[src/rtl/alu_op_issuer.sv]
// Buffers ALU requests in a DEPTH-entry FIFO, issues one at a time on registered operand lines, returns results in order.
// Latency: accept at E0 -> out_valid after E2 on an idle, empty path; one result per 2 cycles at full rate.
// Backpressure: in_ready drops when the FIFO is full; out_* hold while out_ready is low. Optional ALU_CHECK_EN adds a result checker.
module alu_op_issuer #(
    parameter int WIDTH = 4,
    parameter int DEPTH = 4
) (
    input  logic             clk,
    input  logic             rst_n,
    input  logic             in_valid,
    output logic             in_ready,
    input  logic [WIDTH-1:0] in_A,
    input  logic [WIDTH-1:0] in_B,
    input  logic [1:0]       in_sel,
    output logic [WIDTH-1:0] alu_A,
    output logic [WIDTH-1:0] alu_B,
    output logic [1:0]       alu_sel,
    input  logic [WIDTH-1:0] alu_result,
    output logic             out_valid,
    input  logic             out_ready,
    output logic [WIDTH-1:0] out_result,
    output logic             out_zero,
    output logic             chk_err
);

    localparam int AW = $clog2(DEPTH);
    localparam logic [AW:0] FULL_CNT = (AW+1)'(DEPTH);

    typedef struct packed {
        logic [WIDTH-1:0] a;
        logic [WIDTH-1:0] b;
        logic [1:0]       sel;
    } req_t;

    typedef enum logic [1:0] {IDLE, ISSUE, HOLD} state_t;

    req_t          mem [DEPTH];
    req_t          head;
    logic [AW-1:0] wr_ptr;
    logic [AW-1:0] rd_ptr;
    logic [AW:0]   count;
    logic          has_req;
    logic          push;
    logic          pop;
    state_t        state;

    // in_ready looks only at the registered count, so a same-cycle pop never frees a slot.
    assign in_ready = (count != FULL_CNT);
    assign has_req  = (count != '0);
    assign push     = in_valid && in_ready;
    assign pop      = has_req && ((state == IDLE) || (state == HOLD && out_ready));
    assign head     = mem[rd_ptr];

    always_ff @(posedge clk) begin
        if (push) begin
            mem[wr_ptr] <= '{a: in_A, b: in_B, sel: in_sel};
        end
    end

    always_ff @(posedge clk or negedge rst_n) begin
        if (!rst_n) begin
            wr_ptr <= '0;
            rd_ptr <= '0;
            count  <= '0;
        end else begin
            if (push) wr_ptr <= wr_ptr + AW'(1);
            if (pop)  rd_ptr <= rd_ptr + AW'(1);
            case ({push, pop})
                2'b10:   count <= count + (AW+1)'(1);
                2'b01:   count <= count - (AW+1)'(1);
                default: count <= count;
            endcase
        end
    end

    always_ff @(posedge clk or negedge rst_n) begin
        if (!rst_n) begin
            state      <= IDLE;
            alu_A      <= '0;
            alu_B      <= '0;
            alu_sel    <= '0;
            out_valid  <= 1'b0;
            out_result <= '0;
            out_zero   <= 1'b0;
        end else begin
            if (pop) begin
                alu_A   <= head.a;
                alu_B   <= head.b;
                alu_sel <= head.sel;
            end
            case (state)
                IDLE: begin
                    if (has_req) state <= ISSUE;
                end
                ISSUE: begin
                    out_result <= alu_result;
                    out_zero   <= (alu_result == '0);
                    out_valid  <= 1'b1;
                    state      <= HOLD;
                end
                HOLD: begin
                    if (out_ready) begin
                        out_valid <= 1'b0;
                        state     <= has_req ? ISSUE : IDLE;
                    end
                end
                default: state <= IDLE;
            endcase
        end
    end

`ifdef ALU_CHECK_EN
    logic [WIDTH-1:0] ref_result;

    always_comb begin
        ref_result = '0;
        case (alu_sel)
            2'd0:    ref_result = alu_A + alu_B;
            2'd1:    ref_result = alu_A - alu_B;
            2'd2:    ref_result = alu_A & alu_B;
            default: ref_result = alu_A | alu_B;
        endcase
    end

    always_ff @(posedge clk or negedge rst_n) begin
        if (!rst_n) begin
            chk_err <= 1'b0;
        end else if (state == ISSUE && ref_result != alu_result) begin
            chk_err <= 1'b1;
        end
    end
`else
    assign chk_err = 1'b0;
`endif

endmodule

[config.mk]
export PLATFORM = sky130hd
export DESIGN_NAME = alu_op_issuer
export DESIGN_NICKNAME = d
export VERILOG_FILES = /design/src/rtl/alu_op_issuer.sv
export SDC_FILE = /design/constraint.sdc
export NUM_CORES = 1
export LEC_CHECK = 0
export CAP_MARGIN = 20
export CORE_MARGIN = 5
export CORE_UTILIZATION = 40
export CTS_BUF_LIST = sky130_fd_sc_hd__clkbuf_2 sky130_fd_sc_hd__clkbuf_4 sky130_fd_sc_hd__clkbuf_8
export CTS_CLUSTER_DIAMETER = 30
export DETAILED_ROUTE_END_ITERATION = 10
export MAX_ROUTING_LAYER = met4
export SLEW_MARGIN = 20
export SYNTH_ARGS = -nofsm -noshare
export SYNTH_HDL_FRONTEND = slang
export SYNTH_SLANG_ARGS = --single-unit
[constraint.sdc]
create_clock -name clk -period 2 [get_ports clk]
set_clock_uncertainty 0.2 [all_clocks]
set_input_delay 0.2 -clock clk [delete_from_list [all_inputs] [get_ports clk]]
set_output_delay 0.2 -clock clk [all_outputs]
set_load 0.02 [all_outputs]
# ---- Word-level counts from Yosys, hierarchy flattened
# Memory sizes are Yosys's and may differ from the RTL's. A register that Yosys moved wholly into a read port is not among the register bits.
# Cells that the tools add are included.
dict set report word_totals {
  register_bits 15
  ramBits 40
  inputBits 18
  elab_cells 40
  n_memories 1
}
dict set report classes {
  add_sub_neg 4
  eq_ne 7
  n_mux 9
  n_reduce_logical 12
}
# name words word_bits rd rd_ports_with_merged_regs write_ports line_no
set mem_list {}
lappend mem_list {mem 4 10 1 1 1 37} ;# req_t mem [DEPTH];
# cell count
set op_table {}
lappend op_table {{$pmux W2 S3} 1}
lappend op_table {{$pmux W3 S2} 1}
lappend op_table {{$add A2 B1 Y2 const B} 2}
lappend op_table {{$eq A2 B1 Y1 const B} 2}
lappend op_table {{$eq A2 B2 Y1 const B} 2}
lappend op_table {{$logic_not A4 Y1} 1}
lappend op_table {{$mux W1} 4}
lappend op_table {{$mux W2} 2}
lappend op_table {{$ne A2 B2 Y1 const B} 2}
lappend op_table {{$reduce_and A2 Y1} 2}
lappend op_table {{$reduce_bool A2 Y1} 2}
lappend op_table {{$add A3 B1 Y3 const B} 1}
lappend op_table {{$logic_and A1 B1 Y1} 3}
lappend op_table {{$ne A3 B3 Y1 const B} 1}
lappend op_table {{$reduce_bool A3 Y1} 1}
lappend op_table {{$sub A3 B1 Y3 const B} 1}
lappend op_table {{$logic_not A2 Y1} 1}
lappend op_table {{$pmux W1 S2} 1}
lappend op_table {{$logic_not A1 Y1} 1}
lappend op_table {{$logic_or A1 B1 Y1} 1}

# ---- Longest topological paths before layout
# Gate-level depths: netlist of run 1.
dict set report logic_depth {
  ltp_word 6
  mapped_depth 8
}

# ---- Least setup slack after synthesis of run 1
# OpenSTA, ideal clock, no wires.
dict set report synth_timing {
  path_kind {register to register}
  startpoint {register count[1]}
  endpoint {register count[1]}
  arrival_ps 1939
  required_ps 1675
  slack_ps -264
  stages_incl_launch_ff 7
  n_path_buf 0
  period_less_slack_ps 2264
  path_cell_list {dfrtp_1 > or3b_4 > and2_4 > inv_1 > ha_1 > fa_1 > mux2_2}
}
dict set report synth_between {
  elab_chain_len 4
  elab_cells_between_ends 10
  cone_classes {2 x add/sub; 3 x eq/ne; 1 x mux; 4 x reduce/logical}
}
# item line_no
set synth_lines {}
lappend synth_lines {{start, declared} 41} ;# logic [AW:0] count;
lappend synth_lines {{start signal, assigned} 69} ;# 2'b10: count <= count + (AW+1)'(1);
lappend synth_lines {{start signal, assigned} 70} ;# 2'b01: count <= count - (AW+1)'(1);
lappend synth_lines {{start signal, assigned} 71} ;# default: count <= count;
lappend synth_lines {{$ne A3 B3 Y1 *} 48} ;# assign in_ready = (count != FULL_CNT);
lappend synth_lines {{via in_ready} 11} ;# output logic in_ready,
lappend synth_lines {{$logic_and A1 B1 Y1 *} 50} ;# assign push = in_valid && in_ready;
lappend synth_lines {{$eq A2 B1 Y1 / $eq A2 B2 Y1 (equally long branches)} 68} ;# case ({push, pop})
lappend synth_lines {{$pmux W3 S2 / $reduce_bool A2 Y1 (equally long branches)} --}
# Mark *: on every way through the listed nets, which the timed path passes. The rest lies on a longest branch.
# A chain may end at the register's enable or synchronous reset.

# ---- Worst setup path after layout of run 1
dict set report layout_timing {
  startpoint {register count[1]}
  endpoint {register count[1]}
}
dict set report layout_between {
  elab_chain_len 4
  elab_cells_between_ends 10
  cone_classes {2 x add/sub; 3 x eq/ne; 1 x mux; 4 x reduce/logical}
}
# item line_no
set layout_lines {}
lappend layout_lines {{$ne A3 B3 Y1 / $reduce_bool A3 Y1 (equally long branches)} {48, 49}}
lappend layout_lines {{$logic_and A1 B1 Y1 (on tied branches)} {50, 51}}
lappend layout_lines {{$eq A2 B1 Y1 / $eq A2 B2 Y1 (equally long branches)} 68}
lappend layout_lines {{$pmux W3 S2 / $reduce_bool A2 Y1 (equally long branches)} --}
# Parallel ways exist; a longest one is shown, timed or not.

==> out/qor.log, run 1 <==
[run_status] status finished, violations left
[run_status] failing checks setup timing
[synthesis] synthesized netlist net count 158
[floorplan] standard-cell row count 29
[synthesis] list of most frequent post-synthesis cells 40 x edfxtp_1, 25 x dfrtp_1, 10 x mux4_2, 9 x mux2_4, 7 x mux2_2
[global_route] pin count of the biggest net entering global routing 26
[final_layout] fraction of layout cells with a size suffix above 1 35.53%
[routing] Starting DRT DRC Count 52
[routing] final routed DRC violation total 0
[sta] actual slew at the worst max-slew pin 0.5233 ns
[routing] final antenna-violating net count 0
[critical_path] top fanout value on the critical path 2
[clock_network] clock root buffer clkbuf_8
[synthesis] async set-or-reset flop fraction in the synthesized netlist 38.46%
[min_path] kind of path behind the tightest hold check in2async
[critical_path] required time of the worst setup path 2.02 ns
[synthesis] cell area after synthesis 2596 µm²
[global_route] number of antenna violations at the first check in global routing 0
[floorplan] die height 90.57 µm
[routing] total number of vias 1329
[power_and_ir_drop] leakage component of the power 1.301 nW
[synthesis] cell types occupying the most area after synthesis edfxtp_1 46%, dfrtp_1 24%, mux4_2 8.7%
[floorplan] number of top-level design ports 36
[synthesis] share of Yosys cell area claimed by the top area cell type 46.27%
[floorplan] starting density of the core 40.89%
[synthesis] number of register bits inferred by synthesis 65
[sta] fin. max-slew vios 0
[synthesis] main combinational cell family by area after synthesis multiplexers
[final_layout] fillcell total 496
[clock_network] maximum root-to-sink buffer count 2
[synthesis] cell accounting for the most synthesized area edfxtp_1
[final_layout] Antenna Cells 0
[sta] share of the clock period used by the worst path 107.1%
[clock_network] CTS tree done
[synthesis] Main synth FF type edfxtp_1
[sta] FMAX 467.0 MHz
[synthesis] Distinct cells, synth 28
[synthesis] Synth Area in XOR/XNOR 2.024%
[power_and_ir_drop] power per cell area 1641 nW/µm²
[sta] final period demand of the worst path 2.141 ns
[synthesis] Yosys warning count 0
[sta] total setup violations reported at the end of the flow 2
[synthesis] complex-gate fraction of the synthesized area 0.7711%
[synthesis] fraction of synthesized area in multiplexers 16.92%
[synthesis] sequential element share of the synthesized area 70.36%
[floorplan] area of the die 8202 µm²
[sta] worst-case setup margin in the final layout -0.1413 ns
[clock_network] clock transition time at the flip-flop clock pins of the worst setup and hold paths 0.07 ns
[routing] number of iterations in the first detailed-routing pass 4
[final_layout] relative area change from synthesis to final layout 29.69%
[placed_design] worst setup slack before clock tree synthesis -0.2867 ns
[global_route] total grt overflow 0
[floorplan] chip width 90.57 µm
[clock_network] H-tree levels 3
[floorplan] CORE AREA 6350 µm²
[critical_path] Critical Path Sink Type flop
[synthesis] most frequent cell after synthesis edfxtp_1
[clock_network] Skew-Pair Late Insertion Delay 0.34 ns
[routing] Avg WL per Cell 16.42 µm
[final_layout] final-stage net count 216
[synthesis] synthesized netlist cell count 134
[placed_design] placer congestion estimate 0.8060
[placed_design] placed wire-length estimate after detailed placement 3.033 mm
[global_route] via count of the first global-routing pass 1382
[power_and_ir_drop] worst supply voltage drop on vdd 0.6954 mV
[critical_path] CP arrival 2.16 ns
[sta] final number of hold-violating endpoints 0
[synthesis] average size of a mapped cell 19.37 µm²
[job] maxcap violations 0
[critical_path] Critical Path Start Type flop
[synthesis] simple-gate portion of the synthesized area 4.675%
[routing] aggregate routed wire length 4.498 mm
[clock_network] clock sink total 65
[sta] tightest slew margin relative to the limit 65.12%
[routing] via-per-instance ratio 4.850
[global_route] GRT Resource Usage Total 12.05%
[clock_network] clock buffers created by TritonCTS 9
[synthesis] EDFF count, synth 40
[sta] RSZ-0062 raised after global routing true
[final_layout] Util after Layout 53.02%
[placed_design] IO buf count 34
[global_route] first-pass GRT wire length 7.176 mm
[synthesis] arithmetic-cell share of the synthesized area counting full adders, half adders and majority gates 3.181%
[critical_path] type of the worst setup path reg2reg
[sta] hold slack 0.03242 ns
==> area by class of cell <==
type                    count  area, µm²  share of cell area, %
flip-flops and latches     65       1827                  54.25
multi-input cells          60      758.2                  22.52
repair buffers             52      475.5                  14.12
clock buffers               9      123.9                  3.679
well taps                  77      96.34                  2.861
clock inverters             7      68.82                  2.044
inverters                   4      17.52                 0.5203
==> cell usage in the layout (no fill, tap or decap), types with 4 or more instances in the layout <==
cell             instances
mux2_4                  10
and3_2                   4
dfrtp_1                 25
clkdlybuf4s50_1         33
mux2_2                   6
mux4_2                  10
buf_4                   18
ha_1                     4
edfxtp_1                40
clkbuf_8                 9
==> flip-flops by register name (all words and copies together) (netlist names) <==
| name | cells |
|---|---|
| out_valid | 1 |
| out_zero | 1 |
| rd_ptr | 2 |
| count | 3 |
| alu_B | 4 |
| out_result | 4 |
| alu_sel | 2 |
| state | 2 |
| alu_A | 4 |
| wr_ptr | 2 |
| mem | 40 |
==> critical path, stage by stage, from the launching register on <==
cell,delay [ns]
dfrtp_1,0.37
or3b_4,0.40
and2_4,0.16
inv_4,0.05
ha_4,0.13
fa_2,0.43
mux2_4,0.28
==> stage by stage <==
| step | power (mW) | area, µm² | TNS, ns | std cells |
|---|---|---|---|---|
| final | 5.524 | 3367 | -0.2050 | 274 |
| after global routing | 5.835 | 3367 | -0.3520 | 274 |
| after CTS | 5.583 | 3348 | -0.2611 | 273 |
| after detailed placement | 4.388 | 3123 | -0.9807 | 255 |
| after global placement | 4.298 | 3123 | -0.4593 | 255 |
| after floorplan | 3.570 | 2613 | -0.3319 | 134 |
==> report_power, final <==
group          switching [mW]  leakage [nW]  internal (mW)
sequential              0.230         0.661           1.88
combinational           0.988         0.542           1.34
clock                   0.504        0.0991          0.575
==> layer usage <==
layer | wire [µm] | part of all wire (%) | global-route usage, %
met3 | 163 | 3.6 | 3.000
met5 | 0 | 0 | -
met1 | 1918 | 43 | 13.69
met2 | 2331 | 52 | 19.25
met4 | 85 | 1.9 | 7.072
==> cell families after synthesis <==
group                    Yosys count
other                              1
XOR/XNOR                           6
multiplexers                      26
flip-flops                        65
adder cells (fa/ha/maj)            6
AO/OA/AOI/OAI                      4
AND/OR/NAND/NOR                   17
buffers and inverters              9
==> repair_timing <==
item                       4_1_cts  5_1_grt
cloned                           0        0
gates resized for setup          5        3
hold buffers                     0        0
setup endpoints to repair        3        3
pin swaps                        6        4
setup buffers                    2        1
==> final timing paths <==
kind | depth (start not counted) | slack, ns | endpoint | from
min in group clk | 2 | 0.29 | out_zero | out_zero
max in group asynchronous | 2 | 1.30 | count[0] | rst_n
worst max-delay path | 6 | -0.14 | count[1] | count[1]
worst min-delay path | 2 | 0.03 | alu_B[2] | rst_n
worst min register to register | 2 | 0.29 | out_zero | out_zero
worst max register to register | 6 | -0.14 | count[1] | count[1]
No activity file was read; power rests on OpenSTA's default activity.
==> inputs of run 2 (changes only) <==
--- a/config.mk
+++ b/config.mk
@@ -5,8 +5,9 @@
 export SDC_FILE = /design/constraint.sdc
 export NUM_CORES = 1
 export LEC_CHECK = 0
+export ABC_CLOCK_PERIOD_IN_PS = 2000
 export CAP_MARGIN = 20
-export CORE_MARGIN = 5
+export CORE_MARGIN = 2
 export CORE_UTILIZATION = 40
 export CTS_BUF_LIST = sky130_fd_sc_hd__clkbuf_2 sky130_fd_sc_hd__clkbuf_4 sky130_fd_sc_hd__clkbuf_8
 export CTS_CLUSTER_DIAMETER = 30
==> run 2 against run 1 <==
Compared with the run above:
- the run still ends with setup timing left
- largest power group unchanged
- sequential power about the same
- maximum frequency down 0.58%
- cell count unchanged
- non-clock buffer count unchanged
- largest cell class unchanged
- wire length up 2.3%
==> out/qor.log, run 2 (synthesized netlist as in run 1, its figures left out) <==
[final_layout] number of standard cells in the final layout excluding fillers 274 [unchanged]
[global_route] via count of the first global-routing pass 1492 [+8.0%]
[sta] setup tns final -0.2415 ns [-0.03645 ns]
[sta] total setup violations reported at the end of the flow 2 [unchanged]
[clock_network] CTS tree done
[critical_path] FF-to-FF path depth 6 [unchanged]
[sta] actual slew at the worst max-slew pin 0.5242 ns [+0.0009462 ns]
[sta] worst-case setup margin in the final layout -0.1538 ns [-0.01250 ns]
[critical_path] r2r setup slk -0.15 ns [about the same]
[global_route] pin count of the biggest net entering global routing 26 [unchanged]
[sta] hold slack 0.03748 ns [+0.005057 ns]
[critical_path] Critical Path Start Type flop
[clock_network] H-tree levels 3 [unchanged]
[final_layout] fillcell total 513 [+3.4%]
[floorplan] chip width 84.57 µm [-6.6%]
[sta] FMAX 464.3 MHz [-0.58%]
[floorplan] standard-cell row count 29 [unchanged]
[power_and_ir_drop] power per cell area 1661 nW/µm² [+1.2%]
[routing] number of iterations in the first detailed-routing pass 4 [unchanged]
[critical_path] largest stage delay on the critical path 0.44 ns [about the same]
[final_layout] fraction of layout cells with a size suffix above 1 38.07% [+2.5 points]
[min_path] kind of path behind the tightest hold check in2async
[clock_network] maximum root-to-sink buffer count 2 [unchanged]
[critical_path] worst-path cell with the longest stage delay fa_2
[power_and_ir_drop] leakage component of the power 1.314 nW [+0.95%]
[final_layout] flip-flop count of the largest register, all copies and words added 40 [unchanged]
[sta] share of the clock period used by the worst path 107.7% [+0.62 points]
[final_layout] final-stage net count 216 [unchanged]
[floorplan] starting density of the core 41.12% [+0.23 points]
[clock_network] clock sink total 65 [unchanged]
[floorplan] CORE AREA 6314 µm² [-0.57%]
[critical_path] type of the worst setup path reg2reg
[global_route] total grt overflow 0 [unchanged]
[placed_design] placer congestion estimate 0.7294 [-9.5%]
[routing] aggregate routed wire length 4.600 mm [+2.3%]
[sta] tightest slew margin relative to the limit 65.05% [about the same]
[clock_network] clock transition time at the flip-flop clock pins of the worst setup and hold paths 0.07 ns [about the same]
[routing] total number of vias 1318 [-0.83%]
[final_layout] register with the highest flop count mem
[final_layout] commonest non-fill, non-tap cells in the layout 40 x edfxtp_1, 33 x clkdlybuf4s50_1, 25 x dfrtp_1, 17 x buf_4, 11 x clkbuf_8
[placed_design] IO buf count 34 [unchanged]
[routing] via-per-instance ratio 4.810 [-0.83%]
[final_layout] Antenna Cells 0 [unchanged]
[sta] final number of hold-violating endpoints 0 [unchanged]
[power_and_ir_drop] worst supply voltage drop on vdd 0.6797 mV [-2.3%]
[routing] Avg WL per Cell 16.79 µm [+2.3%]
[routing] Starting DRT DRC Count 76 [+46%]
[placed_design] placed wire-length estimate after detailed placement 3.076 mm [+1.4%]
[sta] fin. max-slew vios 0 [unchanged]
[job] maxcap violations 0 [unchanged]
[routing] final routed DRC violation total 0 [unchanged]
[run_status] failing checks setup timing
[global_route] first-pass GRT wire length 7.376 mm [+2.8%]
[final_layout] most common cell after layout, fill and taps aside edfxtp_1
[critical_path] Critical Path Sink Type flop
[critical_path] endpoint of the worst-slack reg-to-reg timing path count[1]
[critical_path] cell-by-cell listing of the critical path or3b_4 > and2_4 > inv_4 > ha_4 > fa_2 > mux2_4
[sta] RSZ-0062 raised after global routing true
[power_and_ir_drop] sum of internal, switching and leakage power 5.621 mW [+1.8%]
[floorplan] die height 84.57 µm [-6.6%]
[routing] final antenna-violating net count 0 [unchanged]
[floorplan] area of the die 7151 µm² [-13%]
[final_layout] relative area change from synthesis to final layout 30.36%
[critical_path] critical register-to-register path startpoint count[1]
[run_status] status finished, violations left
[clock_network] Skew-Pair Late Insertion Delay 0.33 ns [about the same]
[global_route] GRT Resource Usage Total 14.50% [+2.5 points]
[global_route] number of antenna violations at the first check in global routing 0 [unchanged]
[critical_path] top fanout value on the critical path 2 [unchanged]
[floorplan] number of top-level design ports 36 [unchanged]
[placed_design] Cells after DPL 255 [unchanged]
[clock_network] clock root buffer clkbuf_8
[clock_network] clock buffers created by TritonCTS 9 [unchanged]
[critical_path] required time of the worst setup path 2.01 ns [about the same]
[critical_path] CP arrival 2.17 ns [about the same]
[sta] final period demand of the worst path 2.154 ns [+0.01249 ns]
## run 2: cell count changes in the layout (fill, tap and decap cells not counted), sizes merged
cell / delta
clkbuf: +5
inv: -2
clkinv: -2
clkdlybuf4s15: -1
## run 2: per-stage QoR
step           area, µm²  util [%]  setup WS (ns)
3_3_place_gp        3123     49.46        -0.2048
3_5_place_dp        3123     49.46        -0.2781
2_1_floorplan       2613         -        -0.2259
4_1_cts             3342     52.93        -0.1519
6_report            3385     53.61        -0.1538
5_1_grt             3385     53.61        -0.2063
## run 2: routing by layer
layer | GRT usage, % | wire [µm]
met4 | 7.359 | 54
met5 | - | 0
met3 | 4.916 | 193
met1 | 17.12 | 1948
met2 | 22.19 | 2404
## run 2: area by class of cell
cell class | count | area (µm²) | share of cell area (%)
Clock buffer | 13 | 166.4 | 4.917
Clock inverter | 3 | 40.04 | 1.183
Timing Repair Buffer | 52 | 474.2 | 14.01
Inverter | 4 | 17.52 | 0.5176
Sequential cell | 65 | 1827 | 53.97
Multi-Input combinational cell | 60 | 763.2 | 22.55
Tap cell | 77 | 96.34 | 2.847
## run 2: repair_timing
item | in CTS | in global routing
pin swaps | 2 | 8
hold buffers | 0 | 0
setup buffers | 1 | 2
setup endpoints to repair | 3 | 3
gates cloned | 0 | 0
resized for setup | 2 | 10
## run 2: how the worst max path moves through the flow
stage | start | end | cells past startpoint
floorplan | count[0] | count[1] | 6
global placement | out_ready | count[1] | 6
detailed placement | out_ready | count[2] | 8
CTS | count[0] | count[1] | 6
global route | count[1] | count[1] | 6
finish | count[1] | count[1] | 6
## run 2: power by group
group	switching [mW]	internal, mW
sequential	0.235	1.88
combinational	1.01	1.36
clock	0.463	0.668
## run 2: worst max-delay path, delay by kind of cell (launching register included)
| kind | cells | cell delay [ns] |
|---|---|---|
| buf+inv | 1 | 0.05 |
| fa+ha+maj | 2 | 0.56 |
| simple gates | 2 | 0.56 |
| flops | 1 | 0.38 |
| mux | 1 | 0.28 |
==> inputs of run 3 (changes only) <==
--- a/config.mk
+++ b/config.mk
@@ -7,6 +7,7 @@
 export LEC_CHECK = 0
 export ABC_CLOCK_PERIOD_IN_PS = 2000
 export CAP_MARGIN = 20
+export CORE_ASPECT_RATIO = 1.75
 export CORE_MARGIN = 2
 export CORE_UTILIZATION = 40
 export CTS_BUF_LIST = sky130_fd_sc_hd__clkbuf_2 sky130_fd_sc_hd__clkbuf_4 sky130_fd_sc_hd__clkbuf_8
==> run 3 against run 2 <==
Compared with the run above:
- the flow still finishes with violations (setup timing)
- worst setup slack gained 0.0073 ns
- non-clock buffer count shrank 2
- count of clock-buffer cells in the layout shrank 3
- first-iteration DRC count shrank 57%
- global-route usage grew 0.60 points
- final area shrank 1.0%
- cell count grew 0.36%
- critical path type unchanged
- highest routed layer unchanged
==> out/qor.log, run 3 (synthesized netlist as in run 1, its figures left out) <==
[run_status] status finished, violations left
[run_status] failing checks setup timing
[clock_network] Skew-Pair Late Insertion Delay 0.33 ns [about the same]
[routing] Avg WL per Cell 16.95 µm [+0.98%]
[critical_path] FF-to-FF path depth 6 [unchanged]
[sta] fin. max-slew vios 0 [unchanged]
[global_route] GRT Resource Usage Total 15.10% [+0.60 points]
[global_route] number of antenna violations at the first check in global routing 0 [unchanged]
[floorplan] chip width 64.90 µm [-23%]
[floorplan] CORE AREA 6228 µm² [-1.3%]
[routing] met3 wire length 207 µm [+7.3%]
[critical_path] Critical Path Sink Type flop
[clock_network] maximum root-to-sink buffer count 2 [unchanged]
[sta] total setup violations reported at the end of the flow 2 [unchanged]
[routing] aggregate routed wire length 4.662 mm [+1.3%]
[global_route] total grt overflow 0 [unchanged]
[floorplan] starting density of the core 41.68% [+0.56 points]
[critical_path] type of the worst setup path reg2reg
[final_layout] FF/Latch Area 1827 µm² [unchanged]
[routing] top layer reached by signal wires met4
[routing] final routed DRC violation total 0 [unchanged]
[routing] total number of vias 1354 [+2.7%]
[placed_design] placed wire-length estimate after detailed placement 3.088 mm [+0.41%]
[critical_path] endpoint of the worst-slack reg-to-reg timing path count[1]
[final_layout] fraction of layout cells with a size suffix above 1 35.90% [-2.2 points]
[clock_network] CTS tree done
[clock_network] clock sink total 65 [unchanged]
[placed_design] Placement Cell Area 3127 µm² [+0.12%]
[critical_path] Critical Path Start Type flop
[sta] share of the clock period used by the worst path 107.3% [-0.36 points]
[critical_path] capturing instance or port of the critical path count[1]
[power_and_ir_drop] sum of internal, switching and leakage power 5.502 mW [-2.1%]
[critical_path] first element of the critical path count[1]
[power_and_ir_drop] power per cell area 1643 nW/µm² [-1.1%]
[final_layout] flip-flop count of the largest register, all copies and words added 40 [unchanged]
[floorplan] number of top-level design ports 36 [unchanged]
[routing] routed length on met2 2.508 mm [+4.3%]
[clock_network] clock buffers created by TritonCTS 9 [unchanged]
[clock_network] H-tree levels 3 [unchanged]
[floorplan] die height 110.6 µm [+31%]
[power_and_ir_drop] leakage component of the power 1.284 nW [-2.3%]
[sta] FMAX 465.9 MHz [+0.34%]
[routing] final antenna-violating net count 0 [unchanged]
[global_route] first-pass GRT wire length 7.569 mm [+2.6%]
[sta] final number of hold-violating endpoints 0 [unchanged]
[placed_design] placer congestion estimate 0.7257 [-0.51%]
[final_layout] fillcell total 510 [-0.58%]
[routing] number of iterations in the first detailed-routing pass 4 [unchanged]
[routing] Starting DRT DRC Count 33 [-57%]
[critical_path] top fanout value on the critical path 2 [unchanged]
[final_layout] area used by multi-input combinational logic 750.7 µm² [-1.6%]
[routing] wire length on met1 1.880 mm [-3.5%]
[final_layout] Util after Layout 53.78% [+0.17 points]
[global_route] via count of the first global-routing pass 1488 [-0.27%]
[sta] final period demand of the worst path 2.147 ns [-0.007286 ns]
[final_layout] commonest non-fill, non-tap cells in the layout 40 x edfxtp_1, 33 x clkdlybuf4s50_1, 25 x dfrtp_1, 16 x buf_4
[global_route] pin count of the biggest net entering global routing 26 [unchanged]
[sta] RSZ-0062 raised after global routing true
[critical_path] CP arrival 2.16 ns [about the same]
[sta] actual slew at the worst max-slew pin 0.5811 ns [+0.05686 ns]
[final_layout] Antenna Cells 0 [unchanged]
[final_layout] most common cell after layout, fill and taps aside edfxtp_1
[floorplan] standard-cell row count 38 [+31%]
[final_layout] final-stage net count 214 [-0.93%]
[power_and_ir_drop] worst supply voltage drop on vdd 0.5983 mV [-12%]
[clock_network] number of hold buffers added after CTS 0 [unchanged]
[final_layout] register with the highest flop count mem
[sta] tightest slew margin relative to the limit 61.26% [-3.8 points]
[final_layout] Final Cell Area 3349 µm² [-1.0%]
[final_layout] relative area change from synthesis to final layout 29.01%
[job] maxcap violations 0 [unchanged]
[clock_network] clock transition time at the flip-flop clock pins of the worst setup and hold paths 0.07 ns [about the same]
[clock_network] clock root buffer clkbuf_8
[critical_path] required time of the worst setup path 2.02 ns [about the same]
[min_path] kind of path behind the tightest hold check in2async
[placed_design] IO buf count 34 [unchanged]
[floorplan] area of the die 7176 µm² [+0.35%]
[sta] worst-case setup margin in the final layout -0.1465 ns [+0.007286 ns]
[routing] via-per-instance ratio 4.924 [+2.4%]
[critical_path] r2r setup slk -0.15 ns [about the same]
[critical_path] critical register-to-register path startpoint count[1]
[run 3: what timing repair did]
item / 4_1_cts / 5_1_grt
buffers inserted: 0 / 1
pin swaps: 4 / 5
gates resized for setup: 5 / 3
gates cloned: 0 / 0
setup endpoints to repair: 3 / 3
[run 3: per-stage QoR]
| stage | setup WS, ns | cells | hold slack (ns) | setup TNS [ns] |
|---|---|---|---|---|
| 6_report | -0.1465 | 275 | 0.04515 | -0.2105 |
| 5_1_grt | -0.1937 | 275 | 0.06291 | -0.3555 |
| 4_1_cts | -0.1490 | 274 | 0.04335 | -0.2784 |
| 3_5_place_dp | -0.2384 | 258 | 0.2716 | -0.5439 |
| 3_3_place_gp | -0.1834 | 258 | 0.2720 | -0.3772 |
| 2_1_floorplan | -0.2259 | 134 | -0.2956 | -0.3319 |
[run 3: worst max-delay path, stage by stage, from the launching register on]
cell and delay (ns):
dfrtp_1 0.39, or3b_4 0.41, and2_4 0.16, inv_4 0.05, ha_4 0.13, fa_2 0.42
mux2_4 0.28
[run 3: where the power goes]
part	switching, mW	internal [mW]	leakage, nW
combinational	0.990	1.30	0.527
sequential	0.242	1.88	0.661
clock	0.495	0.593	0.0963
[run 3: how the worst min path moves through the flow]
stage / startpoint / endpoint / cells past startpoint
floorplan: rst_n / alu_A[0] / 0
global placement: out_zero / out_zero / 2
detailed placement: out_zero / out_zero / 2
CTS: rst_n / alu_A[1] / 2
global route: rst_n / alu_A[1] / 2
finish: rst_n / alu_A[1] / 2
[run 3: layout make-up]
cell class	count	area share, %
repair buffers	50	13.60
well taps	80	2.988
inverters	4	0.5230
multi-input cells	60	22.41
clock buffers	10	3.922
flip-flops and latches	65	54.54
clock inverters	6	2.017
[run 3: layer usage]
layer	vias up	global-route usage, %
li1	621	-
met1	687	17.31
met2	38	24.54
met3	8	4.481
met4	0	5.957
met5	-	-
